## src/rtl/voting_pkg.sv

```systemverilog
// voting_pkg: shared constants, ballot state encoding and one-hot helper for the voting front end
package voting_pkg;
  localparam int NUM_CAND = 16;
  localparam logic [1:0] resetMode = 2'b00;
  localparam logic [1:0] votingMode = 2'b01;
  localparam logic [1:0] individualCountMode = 2'b10;
  localparam logic [1:0] totalCountMode = 2'b11;
  typedef enum logic [2:0] {IDLE, DEBOUNCE, SEND, GAP, RELEASE} state_t;
  function automatic logic is_one_hot(input logic [NUM_CAND-1:0] v);
    return (v != '0) && ((v & (v - 1'b1)) == '0);
  endfunction
endpackage

```

## src/rtl/sync_2ff.sv

```systemverilog
// sync_2ff: two-flop synchroniser for asynchronous inputs
module sync_2ff #(
  parameter int W = 1
) (
  input  logic         clk,
  input  logic         reset_n,
  input  logic [W-1:0] d,
  output logic [W-1:0] q
);
  logic [W-1:0] meta;
  always_ff @(posedge clk or negedge reset_n)
    if (!reset_n) begin
      meta <= '0;
      q <= '0;
    end else begin
      meta <= d;
      q <= meta;
    end
endmodule

```

## src/rtl/ballot_unit.sv

```systemverilog
// ballot_unit: debounces candidate buttons and emits one start/encoder_in vote per deliberate press
module ballot_unit
  import voting_pkg::*;
#(
  parameter int DEBOUNCE_CYCLES = 4,
  parameter int START_CYCLES = 2,
  parameter int GAP_CYCLES = 11,
  parameter int CNT_W = 10
) (
  input  logic                clk,
  input  logic                reset_n,
  input  logic                enable,
  input  logic [NUM_CAND-1:0] btn,
  input  logic                clear_count,
  output logic                start,
  output logic [NUM_CAND-1:0] encoder_in,
  output logic                ready,
  output logic                invalid_press,
  output logic [CNT_W-1:0]    ballots_cast
);
  localparam int MAX_A = DEBOUNCE_CYCLES > START_CYCLES ? DEBOUNCE_CYCLES : START_CYCLES;
  localparam int MAX_C = MAX_A > GAP_CYCLES ? MAX_A : GAP_CYCLES;
  localparam int TW = $clog2(MAX_C + 1);
  state_t state, state_n;
  logic [NUM_CAND-1:0] btn_s, snap, snap_n;
  logic [TW-1:0] tmr, tmr_n;
  logic inv_n;
  sync_2ff #(.W(NUM_CAND)) u_sync (.clk(clk), .reset_n(reset_n), .d(btn), .q(btn_s));
  // One timer is shared: stable-sample count, strobe length, gap length and release count
  always_comb begin
    state_n = state;
    snap_n = snap;
    tmr_n = tmr;
    inv_n = 1'b0;
    case (state)
      IDLE:
        if (enable && btn_s != '0) begin
          state_n = DEBOUNCE;
          snap_n = btn_s;
          tmr_n = TW'(1);
        end
      DEBOUNCE:
        if (!enable || btn_s != snap) state_n = IDLE;
        else if (tmr == TW'(DEBOUNCE_CYCLES)) begin
          state_n = is_one_hot(snap) ? SEND : RELEASE;
          inv_n = !is_one_hot(snap);
          tmr_n = '0;
        end else tmr_n = tmr + 1'b1;
      SEND:
        if (tmr == TW'(START_CYCLES - 1)) begin
          state_n = GAP;
          tmr_n = '0;
        end else tmr_n = tmr + 1'b1;
      GAP:
        if (tmr == TW'(GAP_CYCLES - 1)) begin
          state_n = RELEASE;
          tmr_n = '0;
        end else tmr_n = tmr + 1'b1;
      RELEASE:
        if (btn_s != '0) tmr_n = '0;
        else if (tmr == TW'(DEBOUNCE_CYCLES - 1)) begin
          state_n = IDLE;
          tmr_n = '0;
        end else tmr_n = tmr + 1'b1;
      default: state_n = IDLE;
    endcase
  end
  // Outputs are registered from the next-state so they line up with the state they describe
  always_ff @(posedge clk or negedge reset_n)
    if (!reset_n) begin
      state <= IDLE;
      snap <= '0;
      tmr <= '0;
      start <= 1'b0;
      encoder_in <= '0;
      ready <= 1'b0;
      invalid_press <= 1'b0;
      ballots_cast <= '0;
    end else begin
      state <= state_n;
      snap <= snap_n;
      tmr <= tmr_n;
      start <= state_n == SEND;
      encoder_in <= state_n == SEND ? snap_n : '0;
      ready <= state_n == IDLE && enable;
      invalid_press <= inv_n;
      ballots_cast <= clear_count ? '0 :
                      (state != SEND && state_n == SEND && ballots_cast != '1) ? ballots_cast + 1'b1 :
                      ballots_cast;
    end
endmodule

```

## config.mk

```make
export PLATFORM = sky130hd
export DESIGN_NAME = ballot_unit
export DESIGN_NICKNAME = d
export VERILOG_FILES = /design/src/rtl/voting_pkg.sv /design/src/rtl/sync_2ff.sv /design/src/rtl/ballot_unit.sv
export SDC_FILE = /design/constraint.sdc
export NUM_CORES = 1
export LEC_CHECK = 0
export CORE_AREA = 8 8 94 96
export CTS_BUF_LIST = sky130_fd_sc_hd__clkbuf_8 sky130_fd_sc_hd__clkbuf_16
export DETAILED_ROUTE_END_ITERATION = 8
export DIE_AREA = 0 0 102 104
export PLACE_DENSITY = 0.77
export SLEW_MARGIN = 25
export SYNTH_ARGS = -nofsm -noshare
export SYNTH_HDL_FRONTEND = slang
export SYNTH_SLANG_ARGS = --single-unit
```

## constraint.sdc

```tcl
create_clock -name clk -period 3.2 [get_ports clk]
set_input_delay 0.8 -clock clk [delete_from_list [all_inputs] [get_ports clk]]
set_output_delay 0.8 -clock clk [all_outputs]
set_load 0.01 [all_outputs]
```

==> flow_summary.html <==
<table>
<tr><th>Metric</th><th>Value</th></tr>
<tr><th colspan="2">Run status</th></tr>
<tr><td>Result of the run</td><td>complete, no violations</td></tr>
<tr><th colspan="2">Route</th></tr>
<tr><td>Detailed Routing Iterations Pass 1</td><td>5</td></tr>
<tr><td>Remaining design rule violation count</td><td>0</td></tr>
<tr><td>Total wire length</td><td>7.58 mm</td></tr>
<tr><td>Detailed-route vias per instance</td><td>5.43</td></tr>
<tr><td>Antenna-violating nets left</td><td>0</td></tr>
<tr><td>Average routed wire per standard cell</td><td>16.0 microns</td></tr>
<tr><td>Vias</td><td>2581</td></tr>
<tr><td>Number of DRC markers after the initial detailed-route iteration</td><td>130</td></tr>
<tr><th colspan="2">Synth</th></tr>
<tr><td>Share of Yosys cell area claimed by the top area cell type</td><td>59.4%</td></tr>
<tr><td>Flip-flop and latch count after synthesis</td><td>84</td></tr>
<tr><td>Yosys synthesis warning count</td><td>0</td></tr>
<tr><td>Sequential cell area fraction in the yosys report</td><td>59.4%</td></tr>
<tr><td>Post-synth cell types</td><td>40</td></tr>
<tr><td>Mapped Nets</td><td>324</td></tr>
<tr><td>Mapped cell area</td><td>3540 sq um</td></tr>
<tr><td>Mapped Avg Cell Area</td><td>11.8 sq um</td></tr>
<tr><td>Yosys top cell by area</td><td>sky130_fd_sc_hd__dfrtp_1</td></tr>
<tr><td>Gate count of the mapped netlist</td><td>299</td></tr>
<tr><td>Leading post-synthesis cells by cell area</td><td>sky130_fd_sc_hd__dfrtp_1 (59%), sky130_fd_sc_hd__mux2_2 (5.4%), sky130_fd_sc_hd__xnor2_1 (3.5%)</td></tr>
<tr><th colspan="2">Critical path</th></tr>
<tr><td>Required arrival time at the worst endpoint</td><td>3.49 ns</td></tr>
<tr><td>CP Cell Sequence</td><td>or4_4, buf_4, nor4b_2, o22ai_1, or4_4, o31a_4, or4_1, a21oi_1</td></tr>
<tr><td>Crit. End Element</td><td>flop</td></tr>
<tr><td>Slowest Stage Delay on Critical Path</td><td>0.58 ns</td></tr>
<tr><td>Startpoint type of the worst setup path</td><td>flop</td></tr>
<tr><td>Crit path top cell by count</td><td>sky130_fd_sc_hd__or4_4</td></tr>
<tr><td>Slowest-stage cell, CP</td><td>sky130_fd_sc_hd__or4_4</td></tr>
<tr><td>Data arrival time of the worst path</td><td>3.43 ns</td></tr>
<tr><td>Worst-path maximum fanout</td><td>9</td></tr>
<tr><td>Type of the setup path with the least slack</td><td>flop to flop</td></tr>
<tr><th colspan="2">Final layout</th></tr>
<tr><td>Area added between synthesis and finish</td><td>26.3%</td></tr>
<tr><td>Core occupancy in the finished layout</td><td>60.0%</td></tr>
<tr><td>Antenna fix cells</td><td>0</td></tr>
<tr><td># nets final</td><td>393</td></tr>
<tr><td>Fraction of layout instances using a drive strength above 1</td><td>18.0%</td></tr>
<tr><td>Number of inserted filler cells in the final layout</td><td>610</td></tr>
<tr><td>Commonest non-fill, non-tap cells in the layout</td><td>sky130_fd_sc_hd__dfrtp_1 (84), sky130_fd_sc_hd__clkdlybuf4s50_1 (47), sky130_fd_sc_hd__buf_4 (21), sky130_fd_sc_hd__nor2b_1 (18), sky130_fd_sc_hd__mux2_2 (17)</td></tr>
<tr><td>Most common library cell in the layout ignoring fill and taps</td><td>sky130_fd_sc_hd__dfrtp_1</td></tr>
<tr><td>Non-filler instance count after layout</td><td>475</td></tr>
<tr><th colspan="2">Die</th></tr>
<tr><td>Area enclosed by the die boundary</td><td>10600 sq um</td></tr>
<tr><td>Initial Utilization</td><td>47.5%</td></tr>
<tr><td>I/O Pins</td><td>49</td></tr>
<tr><td>Die boundary width</td><td>102 microns</td></tr>
<tr><td>Area of the core</td><td>7450 sq um</td></tr>
<tr><td>Number of core rows</td><td>32</td></tr>
<tr><td>Die Y-Extent</td><td>104 microns</td></tr>
<tr><th colspan="2">CTS</th></tr>
<tr><td>Clock latency reported for the late side of the worst-skew pair</td><td>0.36 ns</td></tr>
<tr><td>CTS H-tree depth</td><td>3</td></tr>
<tr><td>Longest Clk Path Bufs</td><td>2</td></tr>
<tr><td>TritonCTS clock tree</td><td>yes</td></tr>
<tr><td>Post-CTS clock slew at the launch and capture registers of the worst setup and hold paths</td><td>0.10 ns</td></tr>
<tr><td>TritonCTS sink count</td><td>84</td></tr>
<tr><td>Cell chosen for the clock root</td><td>sky130_fd_sc_hd__clkbuf_8</td></tr>
<tr><td>Hold bufs inserted after CTS</td><td>0</td></tr>
<tr><td>CTS Buf Count</td><td>9</td></tr>
<tr><th colspan="2">Global routing</th></tr>
<tr><td>Via count of the first global-routing pass</td><td>2557</td></tr>
<tr><td>Maximum number of pins on one net before global-route repair</td><td>85</td></tr>
<tr><td>Congestion Overflow GR</td><td>0</td></tr>
<tr><td>Total Routing Usage GR</td><td>14.6%</td></tr>
<tr><td>Number of antenna violations at the first check in global routing</td><td>0</td></tr>
<tr><td>Global-route wire length before repair</td><td>12.1 mm</td></tr>
<tr><th colspan="2">Worst hold path</th></tr>
<tr><td>Class of the worst hold path</td><td>flop to flop</td></tr>
<tr><th colspan="2">Placement</th></tr>
<tr><td>DP Wirelength</td><td>5.09 mm</td></tr>
<tr><td>Number of cells after detailed placement</td><td>457</td></tr>
<tr><td>Quantity of I/O buffers inserted on ports</td><td>48</td></tr>
<tr><td>Final weighted congestion in routability-driven placement</td><td>0.881</td></tr>
<tr><th colspan="2">Timing</th></tr>
<tr><td>Slew at the pin closest to its max-slew limit</td><td>0.719 ns</td></tr>
<tr><td>Final period utilization</td><td>98.2%</td></tr>
<tr><td>Final critical-path required period</td><td>3.14 ns</td></tr>
<tr><td># setup viols final</td><td>0</td></tr>
<tr><td>Number of pins exceeding their max-slew limit in the final report</td><td>0</td></tr>
<tr><td>Worst clock skew on the final layout</td><td>0.0116 ns</td></tr>
<tr><td>Worst max-slew margin expressed relative to the limit</td><td>52.1%</td></tr>
<tr><td>Maximum clock rate</td><td>318 MHz</td></tr>
<tr><td>Unrepaired setup endpoints after global routing</td><td>false</td></tr>
<tr><td>Number of hold violations in the final report</td><td>0</td></tr>
<tr><th colspan="2">Power and ir drop</th></tr>
<tr><td>Lkg Pwr</td><td>1.87 nW</td></tr>
<tr><td>Worst supply voltage drop on vdd</td><td>0.000380 V</td></tr>
<tr><td>Pwr dens</td><td>493 nW/um^2</td></tr>
<tr><th colspan="2">Job</th></tr>
<tr><td>Max cap viols</td><td>0</td></tr>
</table>
routing by layer:
layer | vias to the layer above | global-route usage, % | wire (microns)
li1 | 1211 | - | -
met3 | 15 | 3.75 | 385
met1 | 1272 | 17.4 | 3170
met2 | 83 | 22.9 | 3860
met5 | - | 0 | 0
met4 | 0 | 8.60 | 164
power by group:
part | switching (mW) | internal [mW] | total, mW
clock network | 0.428 | 0.309 | 0.737
registers | 0.0516 | 1.12 | 1.17
logic | 0.144 | 0.153 | 0.297
total | 0.624 | 1.58 | 2.20
through the flow:
step                hold slack [ns]  setup TNS, ns  cell area, sq um  total power [mW]  worst slack, ns
floorplan                     0.331        -0.0236              3540              1.35          -0.0236
global placement              0.332      -0.000488              4230              1.47        -0.000488
detailed placement            0.335         -0.597              4230              1.48          -0.0734
CTS                           0.356              0              4440              2.22           0.0592
global route                  0.363              0              4470              2.30          0.00884
finish                        0.354              0              4470              2.20           0.0580
cell families (layout without fill, tap and decap cells):
family / count (synthesis) / after routing / share of synthesized area [%]
AOI/OAI and AO/OA: 43 / 44 / 7.43
xor gates and xnor gates: 18 / 18 / 4.46
buffers and inverters: 21 / 94 / 2.86
muxes: 17 / 17 / 5.41
DFF: 84 / 84 / 59.4
and+or+nand+nor: 110 / 110 / 18.4
adders and majority gates: 6 / 6 / 2.05
flip-flops by register name (all words and copies together) (netlist names):
name	flops
tmr	4
ballots_cast	10
state	3
snap	16
invalid_press	1
ready	1
encoder_in	16
u_sync.meta	16
start	1
u_sync.q	16
what timing repair did:
action	4_1_cts	5_1_grt
resized for setup	2	4
setup endpoints to repair	20	22
cloned	0	1
pin swaps	1	0
setup buffers	0	1
final cells by class:
class | count | area [sq um] | share of cell area [%]
multi-input combinational | 195 | 1370 | 30.6
clock buffer | 9 | 124 | 2.77
tap | 102 | 128 | 2.86
timing repair buffer | 69 | 639 | 14.3
clock inverter | 7 | 73.8 | 1.65
sequential | 84 | 2100 | 47.0
inverter | 9 | 33.8 | 0.756
final timing paths:
check / startpoint / end / slack (ns) / cells past startpoint
setup reg to reg: snap[0]$_DFF_PN0_ / ballots_cast[5]$_DFFE_PN0P_ / 0.06 / 8
max in group asynchronous: reset_n / state[2]$_DFF_PN0_ / 2.24 / 1
hold / removal: u_sync.meta[1]$_DFF_PN0_ / u_sync.q[1]$_DFF_PN0_ / 0.35 / 0
setup / recovery: snap[0]$_DFF_PN0_ / ballots_cast[5]$_DFFE_PN0P_ / 0.06 / 8
hold reg to reg: u_sync.meta[1]$_DFF_PN0_ / u_sync.q[1]$_DFF_PN0_ / 0.35 / 0
min in group asynchronous: reset_n / u_sync.meta[11]$_DFF_PN0_ / 0.46 / 1
worst max-delay path: cells and delay by family, from the launching register on:
family / cells / cell delay (ns)
flip-flops: 1 / 0.38
AO/OA/AOI/OAI: 3 / 0.62
buffers and inverters: 1 / 0.18
AND/OR/NAND/NOR: 4 / 1.88
cells in the mapped netlist:
cell,count
sky130_fd_sc_hd__and3_1,2
sky130_fd_sc_hd__a2111oi_0,2
sky130_fd_sc_hd__maj3_1,1
sky130_fd_sc_hd__nor2_1,15
sky130_fd_sc_hd__buf_6,3
sky130_fd_sc_hd__and4_1,1
sky130_fd_sc_hd__or4bb_2,1
sky130_fd_sc_hd__nand2b_1,4
sky130_fd_sc_hd__nor4_1,7
sky130_fd_sc_hd__inv_1,8
sky130_fd_sc_hd__nor4b_2,1
sky130_fd_sc_hd__or4_4,2
sky130_fd_sc_hd__o211ai_1,2
sky130_fd_sc_hd__inv_2,1
sky130_fd_sc_hd__a21oi_1,14
sky130_fd_sc_hd__nand4b_1,2
sky130_fd_sc_hd__or4_1,9
sky130_fd_sc_hd__a31oi_1,1
sky130_fd_sc_hd__nand4_1,8
sky130_fd_sc_hd__xor2_1,4
sky130_fd_sc_hd__nand3_1,7
sky130_fd_sc_hd__nor3_1,10
sky130_fd_sc_hd__nor3b_1,3
sky130_fd_sc_hd__ha_1,5
sky130_fd_sc_hd__nand3b_1,1
sky130_fd_sc_hd__o21ai_0,11
sky130_fd_sc_hd__nor2b_1,19
sky130_fd_sc_hd__mux2_2,17
sky130_fd_sc_hd__o22ai_1,2
sky130_fd_sc_hd__or3_1,1
sky130_fd_sc_hd__o32a_1,1
sky130_fd_sc_hd__xnor2_1,14
sky130_fd_sc_hd__clkbuf_1,9
sky130_fd_sc_hd__o31ai_1,9
sky130_fd_sc_hd__o31a_1,1
sky130_fd_sc_hd__nand2_1,13
sky130_fd_sc_hd__nand4bb_1,1
sky130_fd_sc_hd__or2_2,2
sky130_fd_sc_hd__dfrtp_1,84
sky130_fd_sc_hd__and2_1,1
(Power assumes the default switching activity.)
